[config.mk]
export PLATFORM = sky130hd
export DESIGN_NAME = regfile_param_flat
export DESIGN_NICKNAME = d
export VERILOG_FILES = /design/src/rtl/regfile_param_if.sv /design/src/rtl/regfile_param.sv /design/src/flat_wrapper.sv
export SDC_FILE = /design/constraint.sdc
export NUM_CORES = 1
export LEC_CHECK = 0
export CAP_MARGIN = 0
export CORE_ASPECT_RATIO = 1.25
export CORE_UTILIZATION = 55
export DETAILED_ROUTE_END_ITERATION = 12
export DONT_BUFFER_PORTS = 1
export PLACE_DENSITY = 0.7
export SLEW_MARGIN = 10
export SYNTH_ARGS = -nofsm -noshare
export SYNTH_HDL_FRONTEND = slang
export SYNTH_SLANG_ARGS = --single-unit
[constraint.sdc]
create_clock -name Clk -period 2.16 [get_ports Clk]
set_input_delay 0.108 -clock Clk [delete_from_list [all_inputs] [get_ports Clk]]
set_output_delay 0.108 -clock Clk [all_outputs]
set_load 0.005 [all_outputs]
[src/rtl/regfile_param_if.sv]
// Operand-fetch register file bus: read/write addresses, write data, clear
// request, and the registered read data and busy status coming back.
interface regfile_param_if #(
  parameter int WIDTH  = 32,
  parameter int ADDR_W = 4
);
  logic [ADDR_W-1:0] RA;
  logic [ADDR_W-1:0] RB;
  logic [ADDR_W-1:0] RW;
  logic [WIDTH-1:0]  BusW;
  logic              RegWr;
  logic              Clr;
  logic              Busy;
  logic [WIDTH-1:0]  BusA;
  logic [WIDTH-1:0]  BusB;

  modport master (output RA, RB, RW, BusW, RegWr, Clr, input Busy, BusA, BusB);
  modport slave  (input RA, RB, RW, BusW, RegWr, Clr, output Busy, BusA, BusB);
endinterface

[src/rtl/regfile_param.sv]
// Parameterised register file: one write port, two registered read ports,
// optional write-to-read bypass, optional hardwired r0 and a sequenced clear.
module regfile_param_entry #(
  parameter int WIDTH = 32
) (
  input  logic             Clk,
  input  logic             Rst_n,
  input  logic             we,
  input  logic [WIDTH-1:0] d,
  output logic [WIDTH-1:0] q
);
  always_ff @(posedge Clk or negedge Rst_n)
    if (!Rst_n)  q <= '0;
    else if (we) q <= d;
endmodule

module regfile_param #(
  parameter int WIDTH    = 32,
  parameter int ADDR_W   = 4,
  parameter int ZERO_REG = 0,
  parameter int BYPASS   = 1
) (
  input  logic          Clk,
  input  logic          Rst_n,
  regfile_param_if.slave bus
);
  localparam int DEPTH = 2**ADDR_W;

  typedef enum logic {IDLE, CLEAR} state_t;

  state_t                       state;
  logic [ADDR_W-1:0]            cnt;
  logic                         we;
  logic [ADDR_W-1:0]            wa;
  logic [WIDTH-1:0]             wd;
  logic [WIDTH-1:0]             rd_a, rd_b;
  logic [DEPTH-1:0][WIDTH-1:0]  mem;

  // One effective write per cycle: the clear engine owns the port while
  // active, and writes aimed at a hardwired r0 are dropped (never bypassed).
  always_comb begin
    we = 1'b0;
    wa = bus.RW;
    wd = bus.BusW;
    if (state == CLEAR) begin
      we = 1'b1;
      wa = cnt;
      wd = '0;
    end else if (bus.RegWr) begin
      we = 1'b1;
    end
    if (ZERO_REG != 0 && wa == '0) we = 1'b0;
  end

  for (genvar i = 0; i < DEPTH; i++) begin : g_ent
    regfile_param_entry #(.WIDTH(WIDTH)) u_ent (
      .Clk   (Clk),
      .Rst_n (Rst_n),
      .we    (we && wa == ADDR_W'(i)),
      .d     (wd),
      .q     (mem[i])
    );
  end

  function automatic logic [WIDTH-1:0] rd_val(
    input logic [ADDR_W-1:0]           a,
    input logic                        w_en,
    input logic [ADDR_W-1:0]           w_a,
    input logic [WIDTH-1:0]            w_d,
    input logic [DEPTH-1:0][WIDTH-1:0] arr
  );
    if (ZERO_REG != 0 && a == '0)           return '0;
    else if (BYPASS != 0 && w_en && w_a == a) return w_d;
    else                                      return arr[a];
  endfunction

  always_comb begin
    rd_a = rd_val(bus.RA, we, wa, wd, mem);
    rd_b = rd_val(bus.RB, we, wa, wd, mem);
  end

  always_ff @(posedge Clk or negedge Rst_n) begin
    if (!Rst_n) begin
      state    <= IDLE;
      cnt      <= '0;
      bus.Busy <= 1'b0;
      bus.BusA <= '0;
      bus.BusB <= '0;
    end else begin
      bus.BusA <= rd_a;
      bus.BusB <= rd_b;
      case (state)
        IDLE: if (bus.Clr) begin
          state    <= CLEAR;
          cnt      <= '0;
          bus.Busy <= 1'b1;
        end
        CLEAR: if (cnt == ADDR_W'(DEPTH-1)) begin
          state    <= IDLE;
          cnt      <= '0;
          bus.Busy <= 1'b0;
        end else begin
          cnt <= cnt + 1'b1;
        end
        default: state <= IDLE;
      endcase
    end
  end
endmodule

[src/flat_wrapper.sv]
// flat-port wrapper written by rule: the top's interface ports become plain ports
module regfile_param_flat 
#(
  parameter int WIDTH    = 32,
  parameter int ADDR_W   = 4,
  parameter int ZERO_REG = 0,
  parameter int BYPASS   = 1
)
  (Clk, Rst_n, bus_RA, bus_RB, bus_RW, bus_BusW, bus_RegWr, bus_Clr, bus_Busy, bus_BusA, bus_BusB);
  regfile_param_if #(.WIDTH(WIDTH), .ADDR_W(ADDR_W)) bus_i ();
  input  logic Clk;
  input  logic Rst_n;
  input wire logic [$bits(bus_i.RA)-1:0] bus_RA;
  input wire logic [$bits(bus_i.RB)-1:0] bus_RB;
  input wire logic [$bits(bus_i.RW)-1:0] bus_RW;
  input wire logic [$bits(bus_i.BusW)-1:0] bus_BusW;
  input wire logic [$bits(bus_i.RegWr)-1:0] bus_RegWr;
  input wire logic [$bits(bus_i.Clr)-1:0] bus_Clr;
  output wire logic [$bits(bus_i.Busy)-1:0] bus_Busy;
  output wire logic [$bits(bus_i.BusA)-1:0] bus_BusA;
  output wire logic [$bits(bus_i.BusB)-1:0] bus_BusB;
  assign bus_i.RA = bus_RA;
  assign bus_i.RB = bus_RB;
  assign bus_i.RW = bus_RW;
  assign bus_i.BusW = bus_BusW;
  assign bus_i.RegWr = bus_RegWr;
  assign bus_i.Clr = bus_Clr;
  assign bus_Busy = bus_i.Busy;
  assign bus_BusA = bus_i.BusA;
  assign bus_BusB = bus_i.BusB;
  regfile_param #(.WIDTH(WIDTH), .ADDR_W(ADDR_W), .ZERO_REG(ZERO_REG), .BYPASS(BYPASS)) u_core (.Clk(Clk), .Rst_n(Rst_n), .bus(bus_i));
endmodule
======== Word level (Yosys, flattened, before mapping) ========
Cells that the tools add are included.
word-level totals
  flip-flop bits (word level) ............. 582
  input bits .............................. 48
  output and inout bits ................... 65
  word-level logic and storage cells ...... 84
operators by class
  add/subtract/negate cells ............... 1
  $lt $le $gt $ge ......................... 2
  eq/ne operators ......................... 20
  multiplexer cells ....................... 19
  bitwise logic cells ..................... 1
  reduce and logical (&&, ||, !) cells .... 20
operators by type and width
  cell                                                                          count
  32-bit binary-select mux with 4-bit select                                    2
  32-bit two-way mux                                                            5
  4-bit == test, second input constant                                          9
  1-bit logical AND                                                             18
  4-bit by 3-bit == test with 1-bit output, second input constant               4
  4-bit two-way mux                                                             3
  4-bit by 5-bit less-than comparator with 1-bit output, second input constant  2
  4-bit by 2-bit == test with 1-bit output, second input constant               2
  4-bit == test                                                                 2
  4-bit one-hot mux with 2 select lines                                         1
  1-bit two-way mux                                                             6
  4-bit by 1-bit adder with 4-bit output, second input constant                 1
  4-bit by 1-bit == test with 1-bit output, second input constant               1
  4-bit logical NOT                                                             1
  2-bit inequality test, second input constant                                  2
  1-bit one-hot mux with 2 select lines                                         2
  2-bit AND reduction                                                           1
  1-bit NOT                                                                     1

======== Depth between registers and ports, before layout ========
Gate-level depths: netlist (run 1).
  word-level depth ........................ 4
  gate-level depth with buffers ........... 9
  gate-level depth less buffers ........... 5

======== Modules after synthesis ========
A second synthesis (run 1) with hierarchy kept.
unflattened totals
  cells, all modules ...................... 1,997
  area total of the unflattened synthesis .. 32,760.2 µm²
by module, submodules not included
  module               instances  cells an instance  area an instance (µm²)  sequential area each (µm²)
  regfile_param_entry  16         68                 1,345.0                 800.8
  regfile_param        1          909                11,239.5                1,751.7

======== Worst setup path before layout (run 1) ========
No wires, ideal clock.
  kind .................................... reg2reg
  start ................................... register u_core.state
  end ..................................... register u_core.bus.BusA[10]
  library setup time ...................... 0.079 ns
  arrival ................................. 1.698 ns
  required time ........................... 2.081 ns
  slack ................................... 0.383 ns
  cell stages (with the launch flop) ...... 7
  buffers on the path ..................... 2
  clock period less this slack ............ 1.777 ns
  cells stage by stage .................... dfrtp_1 buf_6 mux2i_4 xnor2_1 nor4_4 buf_6 mux2i_1
between the ends
  cells in the longest elaborated chain, start to end .. 4
  elaborated cells between the ends (all ways) .. 6
  classes of those cells .................. 1 x eq/ne; 4 x mux; 1 x reduce/logical
RTL lines
  item                    RTL line                source
  from (decl)             regfile_param.sv:31     state_t state;
  from (signal assigned)  regfile_param.sv:84     state <= IDLE;
  from (signal assigned)  regfile_param.sv:94     state <= CLEAR;
  from (signal assigned)  regfile_param.sv:99     state <= IDLE;
  4-bit two-way mux       regfile_param.sv:45     if (state == CLEAR) begin
  4-bit == test           regfile_param.sv:73     else if (BYPASS != 0 && w_en && w_a == a) return w_d;
  1-bit logical AND       regfile_param.sv:73
  32-bit two-way mux *    regfile_param.sv:73
  net u_core.rd_a[10]     regfile_param.sv:36     logic [WIDTH-1:0] rd_a, rd_b;
  to (signal assigned)    regfile_param.sv:90     bus.BusA <= rd_a;
  to (decl)               regfile_param_if.sv:18  modport slave (input RA, RB, RW, BusW, RegWr, Clr, output Busy, BusA, BusB);
Mark *: on every way through the listed nets, which the timed path passes. The rest lies on a longest branch.
A chain may end at the register's enable or synchronous reset.

======== Worst setup path after layout (run 1) ========
  start ................................... register u_core.state
  end ..................................... register u_core.bus.BusA[14]
Same word-level chain as after synthesis.

==> results of run 1 <==
[where the power goes]
part           switching, W  leakage [nW]  total (W)  internal, W
combinational       0.00622          5.05     0.0116      0.00535
sequential          0.00291          8.03     0.0173       0.0144
clock               0.00439         0.912     0.0104      0.00598
[registers in the layout, summed over array words and instances, names as in the netlist]
register and count:
u_core.bus.BusB 32, u_core.bus.BusA 32, u_core.bus.Busy 1, u_core.g_ent.u_ent.q 512, u_core.state 1, u_core.cnt 4
[synth_stat cells, types with 3 or more instances]
library cell	n	area share [%]
a21oi_1	64	1.1
a2bb2oi_1	46	1.4
nor2b_1	11	0.24
nor2_1	21	0.27
xnor2_1	7	0.21
and3_1	3	0.065
buf_1	7	0.090
xor2_1	4	0.12
mux4_2	210	16
nor3b_2	4	0.17
nand2_1	529	6.8
clkbuf_1	172	2.2
o21ai_1	61	1.1
mux2i_1	161	5.5
a31oi_1	15	0.32
and2_1	5	0.11
o22ai_2	15	0.65
a22o_1	79	2.4
nand2b_1	36	0.78
o21ai_0	455	7.8
and3b_1	5	0.15
buf_4	8	0.21
buf_2	57	0.98
buf_6	4	0.15
dfrtp_1	582	50
[logic make-up after synthesis]
group / share of synthesized area [%]
simple gates: 8.93
compound gates: 14.9
fa+ha+maj: 0.0431
flops: 50.1
mux: 22.0
xor+xnor: 0.332
buf+inv: 3.68
[final cells by class]
type | instances | area [sq um]
clock inverter | 27 | 363
clock buffer | 75 | 1540
multi-input combinational | 1751 | 13600
tap | 665 | 832
sequential | 582 | 14600
fill | 3939 | 19300
inverter | 2 | 7.51
timing repair buffer | 156 | 1680
[through the flow]
step | TNS [ns] | hold slack (ns)
after floorplan | 0 | -0.188
after global placement | 0 | -0.172
after detailed placement | -0.333 | -0.168
after CTS | 0 | -0.827
after global routing | -0.0818 | -0.840
final | 0 | -0.809
[final timing paths]
kind                            cells past startpoint  slack, ns                                startpoint                                        to
worst max register to register                      6       0.02                    u_core.state$_DFF_PN0_             u_core.bus.BusA[14]$_DFF_PN0_
max in group asynchronous                           0       1.10                                     Rst_n             u_core.bus.BusA[15]$_DFF_PN0_
min in group Clk                                    3       0.02                                 bus_RB[0]              u_core.bus.BusB[0]$_DFF_PN0_
worst min register to register                      2       0.50  u_core.g_ent[12].u_ent.q[28]$_DFFE_PN0P_  u_core.g_ent[12].u_ent.q[28]$_DFFE_PN0P_
worst max-delay path                                6       0.02                    u_core.state$_DFF_PN0_             u_core.bus.BusA[14]$_DFF_PN0_
worst min-delay path                                0      -0.81                                     Rst_n              u_core.bus.BusA[9]$_DFF_PN0_
[per-layer routing]
| metal | track usage [%] | wire [um] | vias to the layer above |
|---|---|---|---|
| li1 | - | - | 9299 |
| met1 | 43.5 | 33900 | 11200 |
| met2 | 54.8 | 42700 | 1162 |
| met3 | 6.69 | 7680 | 327 |
| met4 | 21.4 | 5920 | 2 |
| met5 | 0 | 13 | - |
[what timing repair did]
action	CTS	global route
gates resized for setup	0	11
hold buffers	48	2
pin swaps	1	0
hold endpoints to repair	1067	598
buffers inserted	1	7
setup endpoints to repair	10	36
==> results.json, run 1 <==
{
  "n_antenna_cell": 0,
  "core-area_sq_um": 51900,
  "slowest_stage": "dfrtp_2",
  "synth_warnings": 0,
  "grt_start_max_net_pins": 583,
  "clk_latency_ns": 0.62,
  "synthDistinctLibCells": 43,
  "crit_family": "multiplexers",
  "endpoint_kind": "register",
  "grt_use_total_pct": 34.3,
  "ys.flop_type": "dfrtp_1",
  "p_leak_nw": 14.0,
  "required_ns": 2.66,
  "final_util_pct": 62.8,
  "cp.buffers_inverters": 2,
  "hpwl_um": 49200,
  "cp_slowest_stage_delay_ns": 0.54,
  "clk_pin_slew_ns": 0.06,
  "die_y_um": 259,
  "cp-start-kind": "register",
  "async_flop_share_pct": 100,
  "finish.net_count": 2599,
  "max_cap_viol_count": 0,
  "vias": 22000,
  "dp_cells": 3098,
  "rows": 93,
  "cts_tree": "built",
  "grt_pass1_wl_um": 138000,
  "cts_made_buffers": 57,
  "holdWs_ns": -0.809,
  "drv_slew": 438,
  "gp_congestion": 0.835,
  "syn_inst": 2583,
  "cellPowerDensity_nw_per_um2": 1200,
  "syn_nets": 2632,
  "drive_gt1_share_pct": 17.4,
  "critical_path_class": "reg -> reg",
  "skew_ns": 0.0192,
  "peakVddDrop_uv": 709,
  "final_hold_viol_count": 582,
  "synthesis.area_sq_um": 29100,
  "layout_setup_ws_ns": 0.0157,
  "drtAntennaViolNets": 0,
  "area_growth_pct": 12.2,
  "max_freq_mhz": 466,
  "synth_seq_cells": 582,
  "synth.avg_cell_area_sq_um": 11.3,
  "clockBufferDepth": 3,
  "relSlewSlack_pct": -57.0,
  "htree_levels": 2,
  "setup_viol": 0,
  "ios": 113,
  "worst_pin_slew_ns": 2.36,
  "grt_pass1_vias": 22300,
  "grt.overflow.total": 0,
  "cp_cell_sequence": "mux2i_4, xnor2_1, nor4_4, buf_4, buf_12, mux2i_2",
  "die_width_um": 208,
  "antenna_found_initial": 1,
  "ys_seq_area_share_pct": 50.1,
  "cts-root-buf": "clkbuf_16",
  "finalPower_w": 0.0392,
  "layout_common_cells": "dfrtp_1 (581), nand2_1 (529), o21ai_0 (455)",
  "drc": 0,
  "clock_sinks": 582,
  "cp_max_fo": 18,
  "dr.pass1.iters": 8,
  "final.period_utilization_pct": 99.3,
  "final_cell_count_no_fill": 3258,
  "worstPathArrival_ns": 2.65,
  "fp.dieArea_sq_um": 53800,
  "routed_via_density": 6.74,
  "final_common_cell": "dfrtp_1",
  "rsz0062_at_grt": "true",
  "hp-class": "in -> async",
  "dr.first_iter.drc_count": 2186,
  "place_ws_ns": -0.0837,
  "status": "finished with violations",
  "stdcell_area_sq_um": 32600,
  "fin_crit_ns": 2.14,
  "initial_core_util_pct": 56.0,
  "drt_wl_total_um": 90200,
  "place_area_sq_um": 30000,
  "io_buffers": 0,
  "violations": "hold timing, slew limit",
  "drt-wirelength-per-cell_um": 27.7,
  "synth_edf_count": 0
}
Power figures use the tool's default switching activity.
==> inputs of run 2 (changes only) <==
--- a/config.mk
+++ b/config.mk
@@ -5,12 +5,12 @@
 export SDC_FILE = /design/constraint.sdc
 export NUM_CORES = 1
 export LEC_CHECK = 0
-export CAP_MARGIN = 0
+export CAP_MARGIN = 5
 export CORE_ASPECT_RATIO = 1.25
 export CORE_UTILIZATION = 55
 export DETAILED_ROUTE_END_ITERATION = 12
 export DONT_BUFFER_PORTS = 1
-export PLACE_DENSITY = 0.7
+export PLACE_DENSITY = 0.78
 export SLEW_MARGIN = 10
 export SYNTH_ARGS = -nofsm -noshare
 export SYNTH_HDL_FRONTEND = slang
==> run 2 against run 1 <==
Combinational power about the same. The flow still finishes with violations (hold timing, slew limit). Sequential share of layout area is 0.24 points higher. Utilization decreased by 0.34 points.
==> results.json, run 2 (synthesized netlist as in run 1, its figures left out) <==
{
  "status": "finished with violations",
  "violations": "hold timing, slew limit",
  "layout_common_cells": "dfrtp_1 (581), nand2_1 (529), o21ai_0 (455)",
  "max_cap_viol_count": 0,
  "layout_setup_ws_ns": 0.0338,
  "clkPwrFrac_pct": 27.3,
  "seq_area_sq_um": 14600,
  "grt_pass1_vias": 23000,
  "worst_pin_slew_ns": 1.57,
  "setup_viol": 0,
  "clock_sinks": 582,
  "reg_top3": "u_core.g_ent.u_ent.q x512, u_core.bus.BusA x32, u_core.bus.BusB x32",
  "worstPathArrival_ns": 2.69,
  "required_ns": 2.72,
  "n_antenna_cell": 0,
  "p_sw_share_pct": 34.5,
  "combPwrFrac_pct": 29.1,
  "fillers": 3845,
  "slowest_stage": "dfrtp_2",
  "cp_max_fo": 17,
  "final.period_utilization_pct": 98.4,
  "cp-start-kind": "register",
  "ios": 113,
  "critical_path_class": "reg -> reg",
  "initial_core_util_pct": 56.0,
  "final_common_cell": "dfrtp_1",
  "htree_levels": 2,
  "drt_wl_total_um": 89500,
  "dr.first_iter.drc_count": 2479,
  "skew_ns": 0.0195,
  "core-area_sq_um": 51900,
  "p_leak_nw": 13.9,
  "drtAntennaViolNets": 0,
  "grt_use_total_pct": 33.7,
  "cellPowerDensity_nw_per_um2": 1220,
  "fin_crit_ns": 2.13,
  "holdWs_ns": -0.816,
  "fp.dieArea_sq_um": 53800,
  "hpwl_um": 48600,
  "p_sw_w": 0.0137,
  "relSlewSlack_pct": -4.65,
  "clk_pin_slew_ns": 0.06,
  "regMostFlops": "u_core.g_ent.u_ent.q",
  "drt-wirelength-per-cell_um": 27.7,
  "endpoint_kind": "register",
  "cts_tree": "built",
  "clk_latency_ns": 0.62,
  "peakVddDrop_uv": 723,
  "die_width_um": 208,
  "dr.pass1.iters": 6,
  "power_frac_seq_pct": 43.6,
  "p_int_w": 0.0260,
  "cts-root-buf": "clkbuf_16",
  "hp-class": "in -> async",
  "max_freq_mhz": 470,
  "cpMostUsedCell": "buf_4",
  "rows": 93,
  "largest_reg_flops": 512,
  "drive_gt1_share_pct": 17.3,
  "grt_start_max_net_pins": 583,
  "clockBufferDepth": 3,
  "finish.net_count": 2571,
  "grt_pass1_wl_um": 137000,
  "drc": 0,
  "place_ws_ns": 0.00561,
  "gp_congestion": 0.823,
  "routed_via_density": 6.88,
  "die_y_um": 259,
  "area_growth_pct": 11.6,
  "vias": 22300,
  "io_buffers": 0,
  "cp_cell_sequence": "buf_4, nor2b_2, a22oi_1, nor4_4, buf_12, mux2i_1, buf_4",
  "multiInputGateArea_sq_um": 13600,
  "ctsHoldBuffers": 33,
  "cp_slowest_stage_delay_ns": 0.48,
  "finalPower_w": 0.0397,
  "drv_slew": 75,
  "cts_made_buffers": 58,
  "final_hold_viol_count": 582,
  "antenna_found_initial": 1,
  "grt.overflow.total": 0
}
==> run 2: cell count changes in the layout (fill, tap and decap cells not counted), moves of 3 or more <==
cell,change
buf_4,-12
and3b_2,+3
clkbuf_1,-5
and3b_1,-3
clkinvlp_4,-4
clkbuf_16,+4
clkbuf_8,+8
buf_12,-5
dlygate4sd3_1,-14
==> run 2: path summary, 6_finish.rpt <==
check	start	end	slack (ns)	depth (start not counted)
setup / recovery	u_core.state$_DFF_PN0_	u_core.bus.BusA[2]$_DFF_PN0_	0.03	7
hold / removal	Rst_n	u_core.bus.BusA[6]$_DFF_PN0_	-0.82	0
setup reg to reg	u_core.state$_DFF_PN0_	u_core.bus.BusA[2]$_DFF_PN0_	0.03	7
hold reg to reg	u_core.g_ent[4].u_ent.q[3]$_DFFE_PN0P_	u_core.g_ent[4].u_ent.q[3]$_DFFE_PN0P_	0.50	2
max in group asynchronous	Rst_n	u_core.state$_DFF_PN0_	1.61	0
min in group Clk	bus_RB[0]	u_core.bus.BusB[22]$_DFF_PN0_	0.01	3
==> run 2: layout make-up <==
cell class	count	area share, %
multi-input combinational	1751	42.0
timing repair buffer	127	4.27
clock inverter	26	1.10
clock buffer	80	5.20
inverter	2	0.0231
sequential	582	44.9
tap	665	2.56
==> run 2: routing by layer <==
metal / routed length [um] / track usage [%] / up-vias
li1: - / - / 9257
met1: 31600 / 41.3 / 11200
met2: 43100 / 55.1 / 1463
met3: 9130 / 6.59 / 341
met4: 5650 / 21.9 / 0
met5: 0 / 0 / -
==> run 2: stage by stage <==
| stage | hold WS [ns] | util, % | cell area, sq um | cells | setup TNS (ns) |
|---|---|---|---|---|---|
| floorplan | -0.188 | - | 29100 | 2583 | 0 |
| global placement | -0.173 | 57.7 | 29900 | 3090 | -0.0327 |
| detailed placement | -0.172 | 57.7 | 29900 | 3090 | 0 |
| CTS | -0.832 | 62.3 | 32400 | 3229 | 0 |
| global route | -0.822 | 62.5 | 32400 | 3233 | -0.0563 |
| finish | -0.816 | 62.5 | 32400 | 3233 | 0 |
==> run 2: power by group through the flow <==
stage          Combinational [W]  Clock (W)  Sequential [W]
2_1_floorplan            0.00811          0          0.0163
3_3_place_gp              0.0106          0          0.0170
3_5_place_dp              0.0111          0          0.0173
4_1_cts                   0.0113     0.0109          0.0172
5_1_grt                   0.0124     0.0113          0.0176
6_report                  0.0116     0.0109          0.0173
==> run 2: worst max-delay path: cells and delay by family (launching register included) <==
| family | cells | cell delay (ns) |
|---|---|---|
| compound gates | 1 | 0.15 |
| buf+inv | 3 | 0.64 |
| mux | 1 | 0.24 |
| flops | 1 | 0.48 |
| simple gates | 2 | 0.51 |
==> run 2: timing repair <==
item	CTS	global route
gates cloned	0	1
resized for setup	3	10
setup buffers	0	3
endpoints found under the setup margin	2	227
endpoints found under the hold margin	910	582
pin swaps	0	1
